## src/rtl/pop_timing_pkg.sv

```systemverilog
// rtl/pop_timing_pkg.sv - shared state encoding and phase-order helper for the POP scheduler
package pop_timing_pkg;

    localparam int DEFAULT_WIDTH      = 16;
    localparam int DEFAULT_REPS_WIDTH = 8;

    typedef enum logic [2:0] {
        IDLE  = 3'd0,
        PUMP  = 3'd1,
        DARK1 = 3'd2,
        MW    = 3'd3,
        DARK2 = 3'd4,
        PROBE = 3'd5,
        DONE  = 3'd6
    } pop_state_t;

    // nz[i-1] flags a nonzero length for phase encoding i; DONE means no later phase remains.
    function automatic pop_state_t next_phase(input pop_state_t cur, input logic [4:0] nz);
        pop_state_t nxt;
        nxt = DONE;
        for (int i = 5; i >= 1; i--) begin
            if (i > int'(cur) && nz[i-1]) begin
                nxt = pop_state_t'(i[2:0]);
            end
        end
        return nxt;
    endfunction

endpackage

```

## src/rtl/pop_phase_counter.sv

```systemverilog
// rtl/pop_phase_counter.sv - loadable down-counter with last-cycle flag and elapsed index
module pop_phase_counter #(
    parameter int WIDTH = 16
) (
    input  logic             clk,
    input  logic             reset,
    input  logic             i_load,
    input  logic [WIDTH-1:0] i_load_val,
    input  logic             i_en,
    output logic             o_last,
    output logic [WIDTH-1:0] o_idx
);

    localparam logic [WIDTH-1:0] ONE = {{(WIDTH-1){1'b0}}, 1'b1};

    logic [WIDTH-1:0] r_remain;
    logic [WIDTH-1:0] r_idx;

    always_ff @(posedge clk or negedge reset) begin
        if (!reset) begin
            r_remain <= '0;
            r_idx    <= '0;
        end else if (i_load) begin
            r_remain <= i_load_val;
            r_idx    <= '0;
        end else if (i_en) begin
            if (r_remain != '0) begin
                r_remain <= r_remain - ONE;
            end
            r_idx <= r_idx + ONE;
        end
    end

    assign o_last = (r_remain == ONE);
    assign o_idx  = r_idx;

endmodule

```

## src/rtl/pop_sequence_scheduler.sv

```systemverilog
// rtl/pop_sequence_scheduler.sv - plays pump/dark/MW/dark/probe with nested sample window, repeated
module pop_sequence_scheduler
    import pop_timing_pkg::*;
#(
    parameter int WIDTH      = DEFAULT_WIDTH,
    parameter int REPS_WIDTH = DEFAULT_REPS_WIDTH
) (
    input  logic                  clk,
    input  logic                  reset,
    input  logic                  cfg_valid,
    output logic                  cfg_ready,
    input  logic [WIDTH-1:0]      cfg_pump_len,
    input  logic [WIDTH-1:0]      cfg_dark1_len,
    input  logic [WIDTH-1:0]      cfg_mw_len,
    input  logic [WIDTH-1:0]      cfg_dark2_len,
    input  logic [WIDTH-1:0]      cfg_probe_len,
    input  logic [WIDTH-1:0]      cfg_sample_dly,
    input  logic [WIDTH-1:0]      cfg_sample_len,
    input  logic [REPS_WIDTH-1:0] cfg_reps,
    input  logic                  start,
    input  logic                  abort,
    output logic                  busy,
    output logic                  done,
    output logic                  cfg_loaded,
    output logic                  pump,
    output logic                  mw,
    output logic                  probe,
    output logic                  sample,
    output logic [REPS_WIDTH-1:0] rep_count
);

    localparam logic [REPS_WIDTH-1:0] REP_ONE  = {{(REPS_WIDTH-1){1'b0}}, 1'b1};
    localparam logic [REPS_WIDTH:0]   REP_ONEX = {{REPS_WIDTH{1'b0}}, 1'b1};
    localparam logic [WIDTH:0]        K_ONE    = {{WIDTH{1'b0}}, 1'b1};

    pop_state_t            r_state;
    logic [WIDTH-1:0]      r_pump_len, r_dark1_len, r_mw_len, r_dark2_len, r_probe_len;
    logic [WIDTH-1:0]      r_sample_dly, r_sample_len;
    logic [REPS_WIDTH-1:0] r_reps;
    logic                  r_cfg_loaded;
    logic [REPS_WIDTH-1:0] r_rep_count;
    logic                  r_pump, r_mw, r_probe, r_sample, r_busy, r_done;

    logic [4:0]            w_nz;
    pop_state_t            w_first, w_after, w_next;
    logic                  w_in_phase, w_next_in_phase, w_last, w_more;
    logic                  w_start_ok, w_rep_inc, w_load, w_sample_next;
    logic [WIDTH-1:0]      w_idx, w_load_val;
    logic [WIDTH:0]        w_k_next;

    assign w_nz = {r_probe_len != '0, r_dark2_len != '0, r_mw_len != '0,
                   r_dark1_len != '0, r_pump_len != '0};
    assign w_first    = next_phase(IDLE, w_nz);
    assign w_after    = next_phase(r_state, w_nz);
    assign w_in_phase = (r_state != IDLE) && (r_state != DONE);
    assign w_more     = (r_reps == '0) || (({1'b0, r_rep_count} + REP_ONEX) < {1'b0, r_reps});

    always_comb begin
        w_next     = r_state;
        w_start_ok = 1'b0;
        w_rep_inc  = 1'b0;
        case (r_state)
            IDLE: begin
                if (start && r_cfg_loaded && !abort) begin
                    w_next     = w_first;
                    w_start_ok = 1'b1;
                end
            end
            PUMP, DARK1, MW, DARK2, PROBE: begin
                if (abort) begin
                    w_next = IDLE;
                end else if (w_last) begin
                    if (w_after != DONE) begin
                        w_next = w_after;
                    end else if (w_more) begin
                        w_next    = w_first;
                        w_rep_inc = 1'b1;
                    end else begin
                        w_next = DONE;
                    end
                end
            end
            default: w_next = IDLE;
        endcase
    end

    assign w_next_in_phase = (w_next != IDLE) && (w_next != DONE);
    // A reload is needed even when the next phase equals the current one (single-phase loops).
    assign w_load = w_next_in_phase && (w_start_ok || (w_in_phase && w_last));

    always_comb begin
        w_load_val = '0;
        case (w_next)
            PUMP:    w_load_val = r_pump_len;
            DARK1:   w_load_val = r_dark1_len;
            MW:      w_load_val = r_mw_len;
            DARK2:   w_load_val = r_dark2_len;
            PROBE:   w_load_val = r_probe_len;
            default: w_load_val = '0;
        endcase
    end

    pop_phase_counter #(.WIDTH(WIDTH)) u_counter (
        .clk        (clk),
        .reset      (reset),
        .i_load     (w_load),
        .i_load_val (w_load_val),
        .i_en       (w_in_phase),
        .o_last     (w_last),
        .o_idx      (w_idx)
    );

    // Sample is registered, so it is decided from the probe index of the coming cycle.
    assign w_k_next      = w_load ? '0 : ({1'b0, w_idx} + K_ONE);
    assign w_sample_next = (w_next == PROBE)
                        && ({1'b0, r_sample_dly} <= w_k_next)
                        && (w_k_next < ({1'b0, r_sample_dly} + {1'b0, r_sample_len}));

    always_ff @(posedge clk or negedge reset) begin
        if (!reset) begin
            r_state      <= IDLE;
            r_pump_len   <= '0;
            r_dark1_len  <= '0;
            r_mw_len     <= '0;
            r_dark2_len  <= '0;
            r_probe_len  <= '0;
            r_sample_dly <= '0;
            r_sample_len <= '0;
            r_reps       <= '0;
            r_cfg_loaded <= 1'b0;
            r_rep_count  <= '0;
            r_pump       <= 1'b0;
            r_mw         <= 1'b0;
            r_probe      <= 1'b0;
            r_sample     <= 1'b0;
            r_busy       <= 1'b0;
            r_done       <= 1'b0;
        end else begin
            r_state <= w_next;
            if (r_state == IDLE && cfg_valid) begin
                r_pump_len   <= cfg_pump_len;
                r_dark1_len  <= cfg_dark1_len;
                r_mw_len     <= cfg_mw_len;
                r_dark2_len  <= cfg_dark2_len;
                r_probe_len  <= cfg_probe_len;
                r_sample_dly <= cfg_sample_dly;
                r_sample_len <= cfg_sample_len;
                r_reps       <= cfg_reps;
                r_cfg_loaded <= 1'b1;
            end
            if (w_start_ok) begin
                r_rep_count <= '0;
            end else if (w_rep_inc) begin
                r_rep_count <= r_rep_count + REP_ONE;
            end
            r_pump   <= (w_next == PUMP);
            r_mw     <= (w_next == MW);
            r_probe  <= (w_next == PROBE);
            r_sample <= w_sample_next;
            r_busy   <= w_next_in_phase;
            r_done   <= (w_next == DONE);
        end
    end

    assign cfg_ready  = (r_state == IDLE);
    assign cfg_loaded = r_cfg_loaded;
    assign rep_count  = r_rep_count;
    assign pump       = r_pump;
    assign mw         = r_mw;
    assign probe      = r_probe;
    assign sample     = r_sample;
    assign busy       = r_busy;
    assign done       = r_done;

endmodule

```

## config.mk

```make
export PLATFORM = sky130hd
export DESIGN_NAME = pop_sequence_scheduler
export DESIGN_NICKNAME = d
export VERILOG_FILES = /design/src/rtl/pop_timing_pkg.sv /design/src/rtl/pop_phase_counter.sv /design/src/rtl/pop_sequence_scheduler.sv
export SDC_FILE = /design/constraint.sdc
export NUM_CORES = 1
export LEC_CHECK = 0
export BUFFER_PORTS_ARGS = -buffer_cell sky130_fd_sc_hd__buf_2
export CAP_MARGIN = 20
export CELL_PAD_IN_SITES_DETAIL_PLACEMENT = 1
export CELL_PAD_IN_SITES_GLOBAL_PLACEMENT = 2
export CORE_MARGIN = 2
export CORE_UTILIZATION = 38
export DETAILED_ROUTE_END_ITERATION = 16
export PLACE_DENSITY = 0.91
export SETUP_SLACK_MARGIN = 0.1
export SYNTH_ARGS = -nofsm -noshare
export SYNTH_HDL_FRONTEND = slang
export SYNTH_SLANG_ARGS = --single-unit
```

## constraint.sdc

```tcl
create_clock -name clk -period 6.7 [get_ports clk]
set_clock_uncertainty 0.15 [all_clocks]
set_input_delay 1.34 -clock clk [delete_from_list [all_inputs] [get_ports clk]]
set_output_delay 1.34 -clock clk [all_outputs]
set_load 0.03 [all_outputs]
```

==> flow_summary.ini <==
[sta]
hold_viol = 0
slew_violations = 0
layout_worst_path_cycle_share_pct = 84.7
timing.hold.ws_ns = 0.344
fin_ws_ns = 1.03
setup_viol_count_final = 0
fin_crit_ns = 5.67
fmax_ghz = 0.176
tns_ns = 0
maxSlewHeadroom_pct = 36.8
rsz0062_at_grt = no
worstMarginPinSlew_ns = 0.948

[setup_path]
rr_startpoint = rep_count[0]
cp.arrival_ns = 5.85
start_kind = flop
cp_cell_sequence = ha_1 -> and3_1 -> nand2_1 -> xnor2_1 -> ha_1 -> a21oi_1 -> o21a_1 -> o21ai_0 -> a311o_1 -> o32ai_2 -> a21boi_4 -> a31oi_4 -> buf_4 -> or2_2 -> ha_1 -> nand4_1 -> or4_1 -> inv_1 -> a221oi_1 -> o21ai_0 -> o21ai_0 -> nand2_1 -> a21oi_1
criticalPathCategory = reg2reg
critPathMaxFanout = 24
worstSetupEndpointType = flop
required_ns = 6.88
slowest_stage = or4_1
critPathLaunch = rep_count[0]
max_stage_delay_ns = 0.53

[routing]
drt_iter0_drc = 382
top_layer_used = met4
drt_pass1_iterations = 4
vias = 7516
ant_nets = 0
m1WireLength_mm = 11.8
routed_wl_mm = 26.1
wl_per_cell_um = 18.9
viasPerCell = 5.45
wl_met2_mm = 12.7
drc = 0
wl_met3_um = 914

[global_routing]
grt_pass1_vias = 8080
antenna_found_initial = 0
overflow = 0
grt_pass1_wl_mm = 42.4
grt_usage_pct = 20.1
grt_max_degree = 76

[floorplan]
start_util_pct = 38.6
die-area_um2 = 26900
core-area_um2 = 25200
rows = 58
die_h_um = 164
die_width_um = 164
ioPinCount = 141

[layout]
layout_commonest_cell = dfrtp_1
stdcell_count = 1378
final_area_um2 = 11400
n_antenna_cell = 0
area_growth_pct = 16.8
final_cell_mix = dfrtp_1 (170), buf_2 (139), mux2_2 (112)
fin_nets = 1218
drive_gt1_share_pct = 30.3

[worst_hold_path]
hold_class = reg2reg
hold_start = cfg_loaded

[synth]
yosys_warnings = 0
synth_edf_count = 0
synth_cells = 903
syn_area_per_cell_um2 = 10.8
synth_area_um2 = 9730
synth-seq-cells = 170
synth_nets = 1086
synth_ff_type = dfrtp_1
yosysSeqAreaShare_pct = 43.7
synth_cell_type_count = 67
async_flop_share_pct = 100

[power_and_ir_drop]
vdd_ir_drop_max_mv = 0.149
p_per_area_nw_per_um2 = 282
p_leak_nw = 5.24

[run_status]
status = completed

[clocking]
numCtsBuffers = 17
htreeDepth = 4
postCtsHoldBufs = 0
insertion_delay_ns = 0.44
post_cts_resize_count = 0
cts_sinks = 170
cts.reportedPaths.clkPinSlew_ns = 0.08
clock_path_buffers = 2
cts_setup_buffers = 0
root_buffer = clkbuf_16
cts_tree = done

[place]
dp_hpwl_mm = 19.8
post-place-ws_ns = 0.963
io_buffers = 140
placed_cells = 1346
placed_area_um2 = 10800
globalplace.congestion = 0.866

[run]
maxCapViolations = 0
## per-layer routing
metal | GRT usage, % | vias up
li1 | - | 3567
met1 | 25.8 | 3758
met2 | 34.2 | 157
met3 | 3.61 | 34
met4 | 6.58 | 0
met5 | 0 | -
## final timing paths
check,to,slack (ns),depth (start not counted)
setup / recovery,sample,1.03,23
hold / removal,cfg_loaded,0.34,1
setup reg to reg,sample,1.03,23
hold reg to reg,cfg_loaded,0.34,1
max in group asynchronous,r_probe_len[9],4.50,2
min in group asynchronous,r_sample_dly[13],0.63,1
## flip-flops by register name, indices dropped and copies added (netlist names), 3 cells and up
register	flops
r_sample_len	16
r_dark2_len	16
r_mw_len	16
u_counter.o_idx	16
r_dark1_len	16
r_state	3
u_counter.r_remain	16
rep_count	8
r_reps	8
r_probe_len	16
r_pump_len	16
r_sample_dly	16
## kinds of logic (layout without fill, tap and decap cells)
| logic type | count (synthesis) | in the layout | synth area share [%] |
|---|---|---|---|
| flip-flops | 170 | 170 | 43.7 |
| AO/OA/AOI/OAI | 165 | 165 | 11.8 |
| multiplexers | 129 | 129 | 14.7 |
| adder cells (fa/ha/maj) | 59 | 59 | 7.64 |
| XOR/XNOR | 59 | 59 | 5.31 |
| AND/OR/NAND/NOR | 247 | 247 | 13.5 |
| buffers and inverters | 74 | 219 | 3.20 |
## synthesized netlist by cell type (all sizes together), types with 2 or more instances
| cell type | n | area (um^2) |
|---|---|---|
| a221oi | 17 | 149 |
| nor2 | 58 | 220 |
| o31ai | 5 | 37.5 |
| dfrtp | 170 | 4250 |
| nand3 | 24 | 120 |
| o21ba | 2 | 20.0 |
| nor2b | 4 | 25.0 |
| o21a | 8 | 60.1 |
| nand4b | 2 | 17.5 |
| a41oi | 2 | 17.5 |
| xnor2 | 32 | 280 |
| o21bai | 3 | 22.5 |
| clkbuf | 18 | 67.6 |
| and2 | 6 | 37.5 |
| o21ai | 30 | 150 |
| and4 | 4 | 35.0 |
| nand2b | 6 | 37.5 |
| and3 | 16 | 100 |
| buf | 16 | 93.8 |
| nand4 | 15 | 93.8 |
| xor2 | 27 | 236 |
| ha | 57 | 713 |
| a22oi | 3 | 22.5 |
| a21o | 16 | 120 |
| mux2i | 17 | 170 |
| a21boi | 3 | 33.8 |
| a31oi | 6 | 37.5 |
| nor4 | 27 | 206 |
| or3 | 2 | 12.5 |
| nor3 | 10 | 66.3 |
| a211oi | 3 | 22.5 |
| nand3b | 2 | 15.0 |
| a221o | 2 | 20.0 |
| nand2 | 50 | 190 |
| mux2 | 112 | 1260 |
| o2bb2ai | 15 | 131 |
| inv | 40 | 150 |
| a311oi | 2 | 17.5 |
| a21oi | 37 | 185 |
| or2 | 17 | 106 |
## cell type report
type	count	area, um^2
clock buffer	18	429
clock inverter	14	170
fill	2799	13800
inverter	40	150
multi-input combinational	659	5180
sequential	170	4250
tap	330	413
timing repair buffer	147	759
## metrics by stage
step / utilization [%] / total power [mW]
2_1_floorplan: - / 1.94
3_3_place_gp: 42.7 / 2.18
3_5_place_dp: 42.7 / 2.22
4_1_cts: 45.1 / 3.23
5_1_grt: 45.1 / 3.41
6_report: 45.1 / 3.20
## worst max-delay path: cells and delay by family, from the launching register on
| family | cells | cell delay, ns |
|---|---|---|
| AOI/OAI and AO/OA | 11 | 2.12 |
| xor gates and xnor gates | 1 | 0.15 |
| adders and majority gates | 3 | 0.88 |
| buffers and inverters | 2 | 0.39 |
| DFF | 1 | 0.45 |
| and+or+nand+nor | 6 | 1.44 |
## report_power, final
part           switching [mW]  internal, mW  leakage, nW
sequential              0.172          1.19         2.06
combinational           0.434         0.409         2.89
clock                   0.490         0.506        0.292
No activity file was read; power rests on OpenSTA's default activity.
